File: src/rtl/uart_fifo_core_if.sv
// Processor-side command and write-back bus of the UART core.
interface uart_fifo_core_if;
  logic       UART_ENB;
  logic [2:0] instruction;
  logic [7:0] write_value;
  logic       wb_flag;
  logic [7:0] wb_data;

  modport master (
    output UART_ENB, instruction, write_value,
    input  wb_flag, wb_data
  );

  modport slave (
    input  UART_ENB, instruction, write_value,
    output wb_flag, wb_data
  );
endinterface

File: src/rtl/uart_fifo_core.sv
// UART controller with baud down-counters, RX/TX FIFOs, sticky error flags and a
// command/write-back interface toward the processor.
//
// state     | meaning
// ST_IDLE   | line idle; RX waits for low, TX waits for FIFO data
// ST_START  | start bit (RX: half-bit check for false start)
// ST_DATA   | data bits, LSB first
// ST_PARITY | parity bit (only when parity is enabled)
// ST_STOP   | stop bit(s); RX resolves frame/parity/overrun here
module uart_fifo_core #(
  parameter int CLKS_PER_BIT = 434,
  parameter int DATA_BITS    = 8,
  parameter int PARITY_EN    = 1,
  parameter int PARITY_ODD   = 0,
  parameter int STOP_BITS    = 1,
  parameter int RX_DEPTH     = 16,
  parameter int TX_DEPTH     = 16
) (
  input  logic             clock,
  input  logic             init_flag,
  uart_fifo_core_if.slave  bus,
  input  logic             rx,
  output logic             tx,
  output logic             irq
);

  localparam int CNT_W = $clog2(CLKS_PER_BIT);
  localparam int RX_AW = $clog2(RX_DEPTH);
  localparam int TX_AW = $clog2(TX_DEPTH);
  localparam logic [CNT_W-1:0] BIT_LOAD  = CNT_W'(CLKS_PER_BIT - 1);
  localparam logic [CNT_W-1:0] HALF_LOAD = CNT_W'(CLKS_PER_BIT / 2 - 1);
  localparam logic [2:0] LAST_DATA = 3'(DATA_BITS - 1);
  localparam logic [2:0] LAST_STOP = 3'(STOP_BITS - 1);
  localparam logic       PAR_ODD   = (PARITY_ODD != 0);
  localparam logic       PAR_EN    = (PARITY_EN != 0);

  localparam logic [2:0] OP_RXAVAIL = 3'b001;
  localparam logic [2:0] OP_READ    = 3'b010;
  localparam logic [2:0] OP_WRITE   = 3'b011;
  localparam logic [2:0] OP_STATUS  = 3'b100;
  localparam logic [2:0] OP_CLEAR   = 3'b101;
  localparam logic [2:0] OP_RXCOUNT = 3'b110;

  typedef enum logic [2:0] {ST_IDLE, ST_START, ST_DATA, ST_PARITY, ST_STOP} state_t;

  logic                 rx_s1_q, rx_s1_d, rx_s2_q, rx_s2_d;
  state_t               rx_state_q, rx_state_d;
  logic [CNT_W-1:0]     rx_cnt_q, rx_cnt_d;
  logic [2:0]           rx_bit_q, rx_bit_d;
  logic [DATA_BITS-1:0] rx_shift_q, rx_shift_d;
  logic                 rx_par_q, rx_par_d;
  state_t               tx_state_q, tx_state_d;
  logic [CNT_W-1:0]     tx_cnt_q, tx_cnt_d;
  logic [2:0]           tx_bit_q, tx_bit_d;
  logic [DATA_BITS-1:0] tx_shift_q, tx_shift_d;
  logic                 tx_par_q, tx_par_d;
  logic                 tx_q, tx_d;
  logic [RX_AW:0]       rx_wr_q, rx_wr_d, rx_rd_q, rx_rd_d;
  logic [TX_AW:0]       tx_wr_q, tx_wr_d, tx_rd_q, tx_rd_d;
  logic                 parity_err_q, parity_err_d, frame_err_q, frame_err_d;
  logic                 rx_overrun_q, rx_overrun_d, tx_overflow_q, tx_overflow_d;
  logic                 wb_flag_q, wb_flag_d, irq_q, irq_d;
  logic [7:0]           wb_data_q, wb_data_d;

  logic [DATA_BITS-1:0] rx_mem [RX_DEPTH];
  logic [DATA_BITS-1:0] tx_mem [TX_DEPTH];

  logic [RX_AW:0]       rx_count;
  logic [TX_AW:0]       tx_count;
  logic                 rx_empty, rx_full, tx_empty, tx_full, tx_busy;
  logic [DATA_BITS-1:0] rx_head, tx_head;
  logic [2:0]           cmd_op;
  logic                 cmd_clear, rx_pop, rx_push, rx_push_req, tx_pop, tx_push, tx_push_req;
  logic                 set_frame, set_parity, tx_load;

  assign rx_count = rx_wr_q - rx_rd_q;
  assign tx_count = tx_wr_q - tx_rd_q;
  assign rx_empty = (rx_count == '0);
  assign tx_empty = (tx_count == '0);
  assign rx_full  = (rx_count == (RX_AW+1)'(RX_DEPTH));
  assign tx_full  = (tx_count == (TX_AW+1)'(TX_DEPTH));
  assign rx_head  = rx_mem[rx_rd_q[RX_AW-1:0]];
  assign tx_head  = tx_mem[tx_rd_q[TX_AW-1:0]];
  assign tx_busy  = (tx_state_q != ST_IDLE) || !tx_empty;

  assign cmd_op      = bus.UART_ENB ? bus.instruction : 3'b000;
  assign cmd_clear   = (cmd_op == OP_CLEAR);
  assign rx_pop      = (cmd_op == OP_READ) && !rx_empty;
  assign tx_push_req = (cmd_op == OP_WRITE);
  // A full FIFO still accepts a push when the same cycle frees a slot.
  assign tx_push     = tx_push_req && (!tx_full || tx_pop);
  assign rx_push     = rx_push_req && (!rx_full || rx_pop);

  assign tx          = tx_q;
  assign irq         = irq_q;
  assign bus.wb_flag = wb_flag_q;
  assign bus.wb_data = wb_data_q;

  always_comb begin
    rx_s1_d     = rx;
    rx_s2_d     = rx_s1_q;
    rx_state_d  = rx_state_q;
    rx_cnt_d    = rx_cnt_q;
    rx_bit_d    = rx_bit_q;
    rx_shift_d  = rx_shift_q;
    rx_par_d    = rx_par_q;
    rx_push_req = 1'b0;
    set_frame   = 1'b0;
    set_parity  = 1'b0;
    if (rx_state_q != ST_IDLE && rx_cnt_q != '0) begin
      rx_cnt_d = rx_cnt_q - 1'b1;
    end else begin
      unique case (rx_state_q)
        ST_IDLE: begin
          if (!rx_s2_q) begin
            rx_state_d = ST_START;
            rx_cnt_d   = HALF_LOAD;
          end
        end
        ST_START: begin
          rx_cnt_d   = BIT_LOAD;
          rx_bit_d   = LAST_DATA;
          rx_state_d = rx_s2_q ? ST_IDLE : ST_DATA;
        end
        ST_DATA: begin
          rx_cnt_d   = BIT_LOAD;
          rx_shift_d = {rx_s2_q, rx_shift_q[DATA_BITS-1:1]};
          if (rx_bit_q == '0) rx_state_d = PAR_EN ? ST_PARITY : ST_STOP;
          else                rx_bit_d   = rx_bit_q - 1'b1;
        end
        ST_PARITY: begin
          rx_cnt_d   = BIT_LOAD;
          rx_par_d   = rx_s2_q;
          rx_state_d = ST_STOP;
        end
        ST_STOP: begin
          rx_state_d = ST_IDLE;
          if (!rx_s2_q)                                            set_frame   = 1'b1;
          else if (PAR_EN && (rx_par_q != ((^rx_shift_q) ^ PAR_ODD))) set_parity  = 1'b1;
          else                                                     rx_push_req = 1'b1;
        end
        default: rx_state_d = ST_IDLE;
      endcase
    end
  end

  always_comb begin
    tx_state_d = tx_state_q;
    tx_cnt_d   = tx_cnt_q;
    tx_bit_d   = tx_bit_q;
    tx_shift_d = tx_shift_q;
    tx_par_d   = tx_par_q;
    tx_d       = tx_q;
    tx_load    = 1'b0;
    if (tx_state_q != ST_IDLE && tx_cnt_q != '0) begin
      tx_cnt_d = tx_cnt_q - 1'b1;
    end else begin
      tx_cnt_d = BIT_LOAD;
      unique case (tx_state_q)
        ST_IDLE: tx_load = !tx_empty;
        ST_START: begin
          tx_d       = tx_shift_q[0];
          tx_shift_d = tx_shift_q >> 1;
          tx_bit_d   = LAST_DATA;
          tx_state_d = ST_DATA;
        end
        ST_DATA: begin
          if (tx_bit_q == '0) begin
            tx_d       = PAR_EN ? tx_par_q : 1'b1;
            tx_state_d = PAR_EN ? ST_PARITY : ST_STOP;
            tx_bit_d   = LAST_STOP;
          end else begin
            tx_d       = tx_shift_q[0];
            tx_shift_d = tx_shift_q >> 1;
            tx_bit_d   = tx_bit_q - 1'b1;
          end
        end
        ST_PARITY: begin
          tx_d       = 1'b1;
          tx_state_d = ST_STOP;
          tx_bit_d   = LAST_STOP;
        end
        ST_STOP: begin
          // Chain straight into the next frame so back-to-back bytes leave no gap.
          if (tx_bit_q != '0) tx_bit_d = tx_bit_q - 1'b1;
          else if (!tx_empty) tx_load  = 1'b1;
          else                tx_state_d = ST_IDLE;
        end
        default: tx_state_d = ST_IDLE;
      endcase
      if (tx_load) begin
        tx_shift_d = tx_head;
        tx_par_d   = (^tx_head) ^ PAR_ODD;
        tx_d       = 1'b0;
        tx_state_d = ST_START;
      end
    end
    tx_pop = tx_load;
  end

  always_comb begin
    rx_wr_d       = rx_wr_q + (RX_AW+1)'(rx_push);
    rx_rd_d       = rx_rd_q + (RX_AW+1)'(rx_pop);
    tx_wr_d       = tx_wr_q + (TX_AW+1)'(tx_push);
    tx_rd_d       = tx_rd_q + (TX_AW+1)'(tx_pop);
    parity_err_d  = (parity_err_q  & ~cmd_clear) | set_parity;
    frame_err_d   = (frame_err_q   & ~cmd_clear) | set_frame;
    rx_overrun_d  = (rx_overrun_q  & ~cmd_clear) | (rx_push_req && !rx_push);
    tx_overflow_d = (tx_overflow_q & ~cmd_clear) | (tx_push_req && !tx_push);
    irq_d         = !rx_empty | parity_err_q | frame_err_q | rx_overrun_q | tx_overflow_q;
    wb_flag_d     = 1'b0;
    wb_data_d     = 8'h00;
    unique case (cmd_op)
      OP_RXAVAIL: begin
        wb_flag_d = 1'b1;
        wb_data_d = {7'b0, !rx_empty};
      end
      OP_READ: begin
        wb_flag_d = 1'b1;
        wb_data_d = rx_empty ? 8'h00 : 8'(rx_head);
      end
      OP_STATUS: begin
        wb_flag_d = 1'b1;
        wb_data_d = {1'b0, tx_overflow_q, rx_overrun_q, frame_err_q,
                     parity_err_q, tx_busy, tx_full, !rx_empty};
      end
      OP_RXCOUNT: begin
        wb_flag_d = 1'b1;
        wb_data_d = 8'(rx_count);
      end
      default: ;
    endcase
  end

  always_ff @(posedge clock) begin
    if (rx_push) rx_mem[rx_wr_q[RX_AW-1:0]] <= rx_shift_q;
    if (tx_push) tx_mem[tx_wr_q[TX_AW-1:0]] <= bus.write_value[DATA_BITS-1:0];
  end

  always_ff @(posedge clock or negedge init_flag) begin
    if (!init_flag) begin
      rx_s1_q       <= 1'b1;
      rx_s2_q       <= 1'b1;
      rx_state_q    <= ST_IDLE;
      rx_cnt_q      <= '0;
      rx_bit_q      <= '0;
      rx_shift_q    <= '0;
      rx_par_q      <= 1'b0;
      tx_state_q    <= ST_IDLE;
      tx_cnt_q      <= '0;
      tx_bit_q      <= '0;
      tx_shift_q    <= '0;
      tx_par_q      <= 1'b0;
      tx_q          <= 1'b1;
      rx_wr_q       <= '0;
      rx_rd_q       <= '0;
      tx_wr_q       <= '0;
      tx_rd_q       <= '0;
      parity_err_q  <= 1'b0;
      frame_err_q   <= 1'b0;
      rx_overrun_q  <= 1'b0;
      tx_overflow_q <= 1'b0;
      wb_flag_q     <= 1'b0;
      wb_data_q     <= 8'h00;
      irq_q         <= 1'b0;
    end else begin
      rx_s1_q       <= rx_s1_d;
      rx_s2_q       <= rx_s2_d;
      rx_state_q    <= rx_state_d;
      rx_cnt_q      <= rx_cnt_d;
      rx_bit_q      <= rx_bit_d;
      rx_shift_q    <= rx_shift_d;
      rx_par_q      <= rx_par_d;
      tx_state_q    <= tx_state_d;
      tx_cnt_q      <= tx_cnt_d;
      tx_bit_q      <= tx_bit_d;
      tx_shift_q    <= tx_shift_d;
      tx_par_q      <= tx_par_d;
      tx_q          <= tx_d;
      rx_wr_q       <= rx_wr_d;
      rx_rd_q       <= rx_rd_d;
      tx_wr_q       <= tx_wr_d;
      tx_rd_q       <= tx_rd_d;
      parity_err_q  <= parity_err_d;
      frame_err_q   <= frame_err_d;
      rx_overrun_q  <= rx_overrun_d;
      tx_overflow_q <= tx_overflow_d;
      wb_flag_q     <= wb_flag_d;
      wb_data_q     <= wb_data_d;
      irq_q         <= irq_d;
    end
  end

endmodule

File: src/flat_wrapper.sv
// flat-port wrapper written by rule: the top's interface ports become plain ports
module uart_fifo_core_flat 
#(
  parameter int CLKS_PER_BIT = 434,
  parameter int DATA_BITS    = 8,
  parameter int PARITY_EN    = 1,
  parameter int PARITY_ODD   = 0,
  parameter int STOP_BITS    = 1,
  parameter int RX_DEPTH     = 16,
  parameter int TX_DEPTH     = 16
)
  (clock, init_flag, rx, tx, irq, bus_UART_ENB, bus_instruction, bus_write_value, bus_wb_flag, bus_wb_data);
  uart_fifo_core_if bus_i ();
  input  logic clock;
  input  logic init_flag;
  input  logic rx;
  output logic tx;
  output logic irq;
  input wire logic [$bits(bus_i.UART_ENB)-1:0] bus_UART_ENB;
  input wire logic [$bits(bus_i.instruction)-1:0] bus_instruction;
  input wire logic [$bits(bus_i.write_value)-1:0] bus_write_value;
  output wire logic [$bits(bus_i.wb_flag)-1:0] bus_wb_flag;
  output wire logic [$bits(bus_i.wb_data)-1:0] bus_wb_data;
  assign bus_i.UART_ENB = bus_UART_ENB;
  assign bus_i.instruction = bus_instruction;
  assign bus_i.write_value = bus_write_value;
  assign bus_wb_flag = bus_i.wb_flag;
  assign bus_wb_data = bus_i.wb_data;
  uart_fifo_core #(.CLKS_PER_BIT(CLKS_PER_BIT), .DATA_BITS(DATA_BITS), .PARITY_EN(PARITY_EN), .PARITY_ODD(PARITY_ODD), .STOP_BITS(STOP_BITS), .RX_DEPTH(RX_DEPTH), .TX_DEPTH(TX_DEPTH)) u_core (.clock(clock), .init_flag(init_flag), .bus(bus_i), .rx(rx), .tx(tx), .irq(irq));
endmodule
File: config.mk
export PLATFORM = sky130hd
export DESIGN_NAME = uart_fifo_core_flat
export DESIGN_NICKNAME = d
export VERILOG_FILES = /design/src/rtl/uart_fifo_core_if.sv /design/src/rtl/uart_fifo_core.sv /design/src/flat_wrapper.sv
export SDC_FILE = /design/constraint.sdc
export NUM_CORES = 1
export LEC_CHECK = 0
export CAP_MARGIN = 20
export CORE_ASPECT_RATIO = 0.6
export CORE_MARGIN = 2
export CORE_UTILIZATION = 41
export DETAILED_ROUTE_END_ITERATION = 8
export DONT_BUFFER_PORTS = 1
export GPL_ROUTABILITY_DRIVEN = 0
export HOLD_SLACK_MARGIN = 0.06
export PLACE_DENSITY = 0.52
export SLEW_MARGIN = 20
export SYNTH_ARGS = -nofsm -noshare
export SYNTH_HDL_FRONTEND = slang
export SYNTH_SLANG_ARGS = --single-unit
File: constraint.sdc
create_clock -name clock -period 6.25 [get_ports clock]
set_clock_uncertainty 0.05 [all_clocks]
set_input_delay 0.9375 -clock clock [delete_from_list [all_inputs] [get_ports clock]]
set_output_delay 0.9375 -clock clock [all_outputs]
set_load 0.01 [all_outputs]
### Yosys cells after proc, flatten, opt, wreduce, memory -nomap -nowiden

Memory sizes are Yosys's and may differ from the RTL's.
Index checks and enable logic that the tools add are counted.

| word-level totals | value |
|---|---|
| register bits after elaboration | 85 |
| latch bits | 0 |
| RAM bits | 256 |
| memory bits (read-only) | 0 |
| logic and storage cells | 172 |
| memories | 2 |

| cells by class | value |
|---|---|
| add/subtract/negate cells | 10 |
| multipliers | 0 |
| div/mod/pow operators | 0 |
| order comparisons | 0 |
| equal/unequal tests | 27 |
| shift operators | 0 |
| multiplexer cells | 48 |
| bitwise gates (word level) | 15 |
| reduce and logical (&&, ||, !) cells | 46 |

Memories:

| name | depth | bits a word | rd ports | clocked after memory_dff | write ports | line | RTL |
|---|---|---|---|---|---|---|---|
| u_core.rx_mem | 16 | 8 | 1 | 0 | 1 | uart_fifo_core.sv:65 | `logic [DATA_BITS-1:0] rx_mem [RX_DEPTH];` |
| u_core.tx_mem | 16 | 8 | 1 | 0 | 1 | uart_fifo_core.sv:66 | `logic [DATA_BITS-1:0] tx_mem [TX_DEPTH];` |

Operators with widths:

| cell | number |
|---|---|
| $pmux 8 s4 | 1 |
| $mux 3 | 10 |
| $mux 9 | 3 |
| $mux 8 | 3 |
| $pmux 3 s4 | 2 |
| $mux 1 | 22 |
| $add 5x1->5 | 4 |
| $eq 3x2->1 const B | 6 |
| $pmux 9 s2 | 1 |
| $reduce_bool 9->1 | 2 |
| $sub 9x1->9 const B | 2 |
| $pmux 8 s2 | 1 |
| $reduce_xor 8->1 | 2 |
| $eq 3x3->1 const B | 5 |
| $pmux 3 s5 | 1 |
| $reduce_bool 3->1 | 5 |
| $logic_not 3->1 | 4 |
| $reduce_and 3->1 | 4 |
| $eq 5x5->1 const B | 2 |
| $logic_not 5->1 | 2 |
| $reduce_and 2->1 | 5 |
| $sub 5x5->5 | 2 |
| $eq 3x1->1 const B | 3 |
| $ne 3x3->1 const B | 3 |
| 20 further kinds | 51 |

### Depth between registers and ports, before layout

Gate-level depths: netlist (run 1).

| logic depth | value |
|---|---|
| word-level depth | 12 |
| depth in mapped cells | 17 |
| depth with buffers taken out | 13 |

### Least setup slack after synthesis (run 1)

OpenSTA, ideal clock, no wires.

| timing | value |
|---|---|
| kind | reg2reg |
| from | register u_core.tx_rd_q[1] |
| to | memory u_core.tx_mem[1][0] (enable) |
| data arrival time | 3159 ps |
| path slack | 2646 ps |
| stages on the path, launching flop included | 13 |
| path buffers | 3 |
| clock period less this slack | 3604 ps |
| path through | dfrtp_1 -> buf_6 -> clkbuf_1 -> inv_1 -> ha_1 -> nor2b_1 -> o21a_1 -> o211a_1 -> o21ai_1 -> a31o_2 -> nand2b_1 -> buf_2 -> nor4_1 |

| on the way | value |
|---|---|
| cells in the longest elaborated chain, start to end | 11 |

Ends and longest elaborated chain:

| what | line | RTL |
|---|---|---|
| start, declared | uart_fifo_core.sv:59 | `logic [TX_AW:0] tx_wr_q, tx_wr_d, tx_rd_q, tx_rd_d;` |
| start signal, assigned | uart_fifo_core.sv:283 | `tx_rd_q <= tx_rd_d;` |
| $sub 5x5->5 * | uart_fifo_core.sv:77 | `assign tx_count = tx_wr_q - tx_rd_q;` |
| $logic_not 5->1 | uart_fifo_core.sv:79 | `assign tx_empty = (tx_count == '0);` |
| $mux 1 | uart_fifo_core.sv:186 | `else if (!tx_empty) tx_load = 1'b1;` |
| $mux 1 | uart_fifo_core.sv:185 | `if (tx_bit_q != '0) tx_bit_d = tx_bit_q - 1'b1;` |
| $pmux 1 s2 | uart_fifo_core.sv:159 | `unique case (tx_state_q)` |
| $mux 1 (2 in series) | uart_fifo_core.sv:155 | `if (tx_state_q != ST_IDLE && tx_cnt_q != '0) begin` |
| $logic_or 1x1->1 * | uart_fifo_core.sv:91 | `assign tx_push = tx_push_req && (!tx_full \|\| tx_pop);` |
| $logic_and 1x1->1 * | uart_fifo_core.sv:91 |  |
| $mux 1 * | uart_fifo_core.sv:237 | `if (tx_push) tx_mem[tx_wr_q[TX_AW-1:0]] <= bus.write_value[DATA_BITS-1:0];` |
| $mux 1 (implied by the code) * | uart_fifo_core.sv:237 |  |
| end, declared | uart_fifo_core.sv:66 |  |

Every way passes the cells marked *; elsewhere a longest branch is shown, timed or not. The select of a mux whose other input is x is not followed.

### Final worst setup path (run 1)

| timing | value |
|---|---|
| from | register u_core.tx_rd_q[0] |
| to | memory u_core.tx_mem[2][1] (enable) |

The elaborated chain is that of the path after synthesis.

==> results by group, run 1 <==
Outcome
  – Run status: finished, final reports clean

Clock tree
  – Sink Count: 341
  – # Post-CTS Setup Buffers: 0
  – Clock latency on the worst-skew pair: 540 ps
  – H-tree depth: 2
  – CTS root buf: clkbuf_16
  – Clk pin slew, worst setup/hold paths: 70 ps
  – Total CTS buffers: 35
  – Max clock buf depth: 3
  – CTS tree: built

Detailed routing
  – Via count: 7775
  – Initial drt markers: 762
  – DRC Markers: 0
  – Vias/cell: 5.581
  – Final WL: 32.39 mm
  – Routed wire per std cell: 23.25 µm
  – DRT Pass-1 Iters: 7
  – Routed Antenna Nets: 0

Timing
  – Worst-margin pin slew: 1039 ps
  – Fin worst setup slack: 2131 ps
  – Setup-failing EPs final: 0
  – Max_slew headroom: 30.16%
  – RSZ-0062 raised after global routing: false
  – Max Fclk: 0.2428 GHz
  – Tcrit/Tclk final: 65.90%
  – Final min period: 4119 ps
  – Final Hold Fails: 0
  – Final Max Tran Viols: 0
  – Setup TNS: 0 ps

Floorplan
  – Initial Utilization: 41.50%
  – Row cnt: 53
  – Die height: 149.5 µm
  – IO Pins: 26
  – Horiz. Die Dim: 246.6 µm
  – Die ar.: 0.03687 mm²
  – Core ar.: 0.03488 mm²

Synthesis
  – Area contributors post-synth: edfxtp_1 (53%), dfrtp_1 (14%), mux4_2 (9.5%), xnor2_1 (2.4%), ha_1 (1.9%)
  – Gate Count Post-Synth: 881
  – Area leader, netlist: edfxtp_1
  – Post-Syn Nets: 919
  – Number of flops mapped to enable cells by yosys: 256
  – Post-synthesis sequential element count: 341
  – Register area share after synthesis: 67.83%
  – Yosys warning count: 0
  – Main synth FF type: edfxtp_1
  – Async SR Flop Fraction: 24.93%
  – Top post-synthesis cells by count: edfxtp_1 (256), dfrtp_1 (82), mux4_2 (61)
  – Mapped cell area: 0.01448 mm²
  – Share of the synthesized area in the top cell type: 53.11%
  – Cell with the most instances after synthesis: edfxtp_1
  – Library cells used by synthesis: 72
  – Avg Synthesized Cell Area: 16.43 µm²

Power and ir drop
  – Internal Power: 4.294 mW
  – Peak supply drop: 0.1837 mV
  – PD cells: 361.0 mW/mm²
  – Reg power frac: 45.3%
  – Static Leakage: 6.027 nW
  – Comb pwr share: 17.4%
  – NetSw: 1.589 mW
  – Sw frac: 27.01%
  – Clk pwr share: 37.3%

Global routing
  – Antenna violations before repair: 0
  – GRT Total Usage: 18.20%
  – GRT overflow: 0
  – Largest net degree at the start of global routing: 83
  – Vias in the first global route: 7457
  – First-pass GRT wire length: 49.25 mm

Final layout
  – Final nets: 937
  – Share of layout cells above drive strength 1: 18.47%
  – Final Instance Count excl. Fillers: 1393
  – Fill cell count: 3009
  – Area grow syn2layout: 12.60%
  – Antenna diode count: 0

Worst setup path
  – Critical Path RT: 6350 ps
  – Kind of critical path: reg -> reg
  – Critical Path AT: 4210 ps
  – Largest fanout on the critical path: 34
  – CP Capture Type: flop
  – Startpoint Class: flop
  – Depth of the worst register-to-register path: 9

Hold path
  – Hold Path Class: in -> async

Place
  – PortBufs: 0
  – Dpl ws: 2094 ps
  – Cells after DPL: 1328
  – Post-DP HPWL: 21.62 mm

Flow run
  – MaxCap Viol Count: 0
[final timing paths]
| check | from | endpoint | slack (ps) |
|---|---|---|---|
| worst min register to register | u_core.rx_s1_q | u_core.rx_s2_q | 310 |
| worst max register to register | u_core.tx_rd_q[0] | u_core.tx_mem[2][1] | 2130 |
| max in group asynchronous | init_flag | u_core.rx_shift_q[0] | 5530 |
| min in group clock | u_core.rx_s1_q | u_core.rx_s2_q | 310 |
| worst min-delay path | init_flag | u_core.tx | 190 |
| worst max-delay path | u_core.tx_rd_q[0] | u_core.tx_mem[2][1] | 2130 |
[state kept, by name, summed over array words and instances, names as in the netlist, 3 cells and up]
name,count
u_core.rx_mem,128
u_core.tx_mem,128
u_core.rx_cnt_q,9
u_core.tx_cnt_q,9
u_core.bus.wb_data,8
u_core.rx_shift_q,8
u_core.tx_shift_q,8
u_core.rx_rd_q,5
u_core.rx_wr_q,5
u_core.tx_rd_q,5
u_core.tx_wr_q,5
u_core.rx_bit_q,3
u_core.rx_state_q,3
u_core.tx_bit_q,3
u_core.tx_state_q,3
[power groups by stage]
stage | registers (mW) | logic (mW) | clock network (mW)
global placement | 2.71 | 1.02 | 0
CTS | 2.66 | 1.04 | 2.24
detailed placement | 2.71 | 1.02 | 0
finish | 2.67 | 1.03 | 2.19
floorplan | 2.63 | 0.845 | 0
global route | 2.68 | 1.13 | 2.33
[logic make-up after synthesis]
logic type	Yosys count	synth area share (%)
adders and majority gates	23	2.040
buffers and inverters	68	2.144
muxes	96	13.18
AOI/OAI and AO/OA	111	5.273
and+or+nand+nor	194	6.630
DFF	341	67.83
xor gates and xnor gates	48	2.904
[per-stage QoR]
stage                     power (mW)  util [%]  area (µm²)  hold slack, ps
final                          5.883     46.73       16300           191.3
after CTS                      5.944     46.71       16290           165.2
after detailed placement       3.731     43.13       15040           297.0
after global placement         3.726     43.13       15040           296.9
after floorplan                3.471         -       14480           295.2
after global routing           6.138     46.73       16300           167.8
[final cells by class]
type	count	area [µm²]	area share, %
Clock buffer	45	1027	6.302
Clock inverter	19	196.4	1.205
Inverter	30	112.6	0.6909
Multi-Input combinational cell	472	4395	26.97
Sequential cell	341	9821	60.25
Tap cell	467	584.3	3.585
Timing Repair Buffer	19	162.7	0.9979
[layer usage]
layer	wire length, µm	track usage [%]	vias up
li1	-	-	3477
met1	17690	31.86	4050
met2	12070	21.99	216
met3	2258	4.107	32
met4	371	3.645	0
met5	0	0	-
[placed cells by master (no fill, tap or decap), types with 6 or more instances in the layout]
| cell | count |
|---|---|
| clkbuf_16 | 38 |
| dfrtp_1 | 80 |
| xor2_1 | 9 |
| mux4_1 | 10 |
| xnor2_1 | 39 |
| and2_1 | 7 |
| a21oi_1 | 18 |
| edfxtp_1 | 256 |
| nand2_1 | 53 |
| nand3_1 | 20 |
| inv_1 | 27 |
| nor2_1 | 48 |
| mux4_2 | 61 |
| mux2_2 | 13 |
| a21o_1 | 6 |
| nand2b_1 | 10 |
| clkinv_1 | 7 |
| ha_1 | 22 |
| o21ai_0 | 25 |
| mux2i_1 | 11 |
| a22oi_1 | 13 |
| nor4_2 | 6 |
| buf_4 | 18 |
| nor3_1 | 17 |
[timing repair]
| action | CTS | global route |
|---|---|---|
| resized for setup | 0 | 0 |
| hold buffers | 1 | 0 |
| endpoints found under the hold margin | 82 | 0 |
[worst max-delay path, cell delays in order (launching register included)]
cell and delay (ps):
dfrtp_2 340, buf_4 520, ha_1 280, nor2b_1 50
o21a_1 210, o211a_1 220, o21ai_1 300, a31o_2 220
nand2b_1 470, nor4_2 1040
No activity file was read; power rests on OpenSTA's default activity.
==> run 2: changes to the inputs <==
- clock period: 6.25 -> 3.8 ns (I/O delays scaled with it)
==> run 2 against run 1 <==
Final cell count is 3.0% higher. First-iteration DRC count up 13%. Die area did not move. Count of clock-buffer cells in the layout is 2 higher. Register-to-register slack got worse by 1700 ps. Clock power increased by 61%. Critical endpoint is now u_core.rx_mem[6][4]. Largest cell class unchanged. Highest routed layer unchanged.
==> results by group, run 2 (same netlist as run 1, synthesis figures left out) <==
Timing
  – Setup-failing EPs final: 0 (unchanged)
  – Tcrit/Tclk final: 88.19% (+22 points)
  – Setup TNS: 0 ps (unchanged)
  – Max Fclk: 0.2984 GHz (+23%)
  – Final Hold Fails: 0 (unchanged)
  – Final Max Tran Viols: 0 (unchanged)
  – RSZ-0062 raised after global routing: false
  – Final min period: 3351 ps (-767.5 ps)
  – Max_slew headroom: 42.03% (+12 points)
  – Worst-margin pin slew: 866.3 ps (-172.6 ps)

Global routing
  – Vias in the first global route: 7530 (+0.98%)
  – Antenna violations before repair: 1 (+1)
  – GRT overflow: 0 (unchanged)
  – Largest net degree at the start of global routing: 86 (+3.6%)
  – GRT Total Usage: 18.66% (+0.46 points)
  – First-pass GRT wire length: 50.24 mm (+2.0%)

Clock tree
  – CTS root buf: clkbuf_16
  – Clock latency on the worst-skew pair: 530 ps (about the same)
  – Max clock buf depth: 3 (unchanged)
  – Total CTS buffers: 35 (unchanged)
  – H-tree depth: 2 (unchanged)
  – Sink Count: 341 (unchanged)
  – Resize count post-CTS: 0 (unchanged)
  – # Post-CTS Setup Buffers: 0 (unchanged)
  – CTS tree: built
  – Clk pin slew, worst setup/hold paths: 60 ps (about the same)

Power and ir drop
  – PD cells: 580.2 mW/mm² (+61%)
  – Clk pwr share: 36.6% (-0.7 points)
  – NetSw: 2.566 mW (+61%)
  – Sw frac: 26.65% (-0.37 points)
  – Peak supply drop: 0.3916 mV (+110%)
  – Internal Power: 7.064 mW (+65%)
  – Comb pwr share: 18.6% (+1.2 points)
  – Post-route total power: 9.630 mW (+64%)
  – Reg power frac: 44.8% (-0.5 points)
  – Static Leakage: 6.218 nW (+3.2%)

Place
  – PortBufs: 0 (unchanged)
  – Post-DP HPWL: 21.77 mm (+0.67%)

Final layout
  – Final nets: 979 (+4.5%)
  – Most common cell after layout, fill and taps aside: edfxtp_1
  – Area grow syn2layout: 14.67%
  – Antenna diode count: 0 (unchanged)
  – Fill cell count: 2987 (-0.73%)
  – Share of layout cells above drive strength 1: 20.04% (+1.6 points)
  – Commonest cells after routing, fill and taps aside: edfxtp_1 (256), dfrtp_1 (80), mux4_2 (61)

Detailed routing
  – Vias/cell: 5.531 (-0.90%)
  – Initial drt markers: 863 (+13%)
  – Via count: 7937 (+2.1%)
  – DRC Markers: 0 (unchanged)
  – Routed Antenna Nets: 0 (unchanged)
  – Routed wire per std cell: 23.07 µm (-0.78%)
  – DRT Pass-1 Iters: 5 (-2)
  – Final WL: 33.11 mm (+2.2%)

Worst setup path
  – Depth of the worst register-to-register path: 9 (unchanged)
  – Critical Path RT: 3890 ps (-2460 ps)
  – Startpoint Class: flop
  – Worst R2R End: u_core.rx_mem[6][4]
  – Setup crit start: u_core.rx_wr_q[0]
  – Largest fanout on the critical path: 8 (-76%)
  – Worst Setup EP: u_core.rx_mem[6][4]
  – Critical Path AT: 3440 ps (-770 ps)
  – CP Capture Type: flop
  – Kind of critical path: reg -> reg
  – Worst reg2reg setup slack: 450 ps (-1680 ps)
  – R2R Path Start: u_core.rx_wr_q[0]

Floorplan
  – Die ar.: 0.03687 mm² (unchanged)
  – Row cnt: 53 (unchanged)
  – Core ar.: 0.03488 mm² (unchanged)
  – Die height: 149.5 µm (unchanged)
  – Horiz. Die Dim: 246.6 µm (unchanged)
  – Initial Utilization: 41.50% (unchanged)
  – IO Pins: 26 (unchanged)

Flow run
  – MaxCap Viol Count: 0 (unchanged)

Outcome
  – Run status: finished, final reports clean

Hold path
  – Hold Path Class: in -> reg
-- run 2: changes by cell type in the layout (fill, tap and decap cells not counted), moves of 2 or more --
cell           change
clkbuf_8           -2
clkinvlp_4         -2
clkbuf_1           +6
buf_4             +29
clkbuf_16          -2
dlygate4sd3_1     +12
-- run 2: worst max-delay path: stages (launching register included) --
cell,delay [ps]
dfrtp_1,390
inv_1,80
ha_1,210
fa_1,400
xor2_1,190
and3_1,200
o21ai_0,110
o311a_1,310
nand3_1,260
nor2_1,740
-- run 2: how the worst min path moves through the flow --
stage	end	cells past startpoint	slack [ps]	start
floorplan	u_core.bus.wb_data[0]	0	220	init_flag
global placement	u_core.tx_state_q[0]	0	230	init_flag
detailed placement	u_core.tx_state_q[2]	0	230	init_flag
CTS	u_core.tx_mem[5][0]	0	60	bus_write_value[0]
global route	u_core.tx_mem[7][0]	0	60	bus_write_value[0]
finish	u_core.tx_mem[5][4]	0	90	bus_write_value[4]
-- run 2: power by group through the flow --
stage	combinational, mW	sequential, mW	clock (mW)
after detailed placement	1.77	4.38	0
after global placement	1.76	4.38	0
after global routing	1.95	4.33	3.77
final	1.80	4.31	3.52
after CTS	1.82	4.31	3.62
after floorplan	1.39	4.32	0
-- run 2: cell type report --
| type | count | area (µm²) | area share (%) |
|---|---|---|---|
| clock buffers | 47 | 972.2 | 5.857 |
| clock inverters | 17 | 203.9 | 1.229 |
| inverters | 30 | 112.6 | 0.6784 |
| multi-input cells | 472 | 4384 | 26.41 |
| flip-flops and latches | 341 | 9821 | 59.17 |
| well taps | 467 | 584.3 | 3.520 |
| repair buffers | 61 | 520.5 | 3.136 |
-- run 2: per-stage QoR --
stage | hold WS [ps] | setup slack (ps) | cell area, µm² | std cells | utilization (%)
2_1_floorplan | 224.4 | 196.4 | 14480 | 881 | -
3_3_place_gp | 226.4 | 569.4 | 15270 | 1358 | 43.79
3_5_place_dp | 227.6 | 487.1 | 15270 | 1358 | 43.79
4_1_cts | 60.40 | 427.9 | 16600 | 1435 | 47.59
5_1_grt | 60.87 | 127.4 | 16600 | 1435 | 47.59
6_report | 87.37 | 448.9 | 16600 | 1435 | 47.59
-- run 2: what timing repair did --
item,CTS,global route
setup endpoints to repair,0,0
hold buffers,13,0
hold endpoints to repair,149,0
-- run 2: metal layers --
layer / vias to the layer above / wire length, µm / GRT usage [%]
li1: 3569 / - / -
met1: 4098 / 18000 / 32.88
met2: 221 / 12310 / 22.26
met3: 49 / 2323 / 4.179
met4: 0 / 472 / 3.916
met5: - / 0 / 0
==> run 3: changes to the inputs <==
- CAP_MARGIN: 20 -> not set
==> results of run 3 <==
Same layout as run 2: the final DEF is identical, and so are final timing and power.
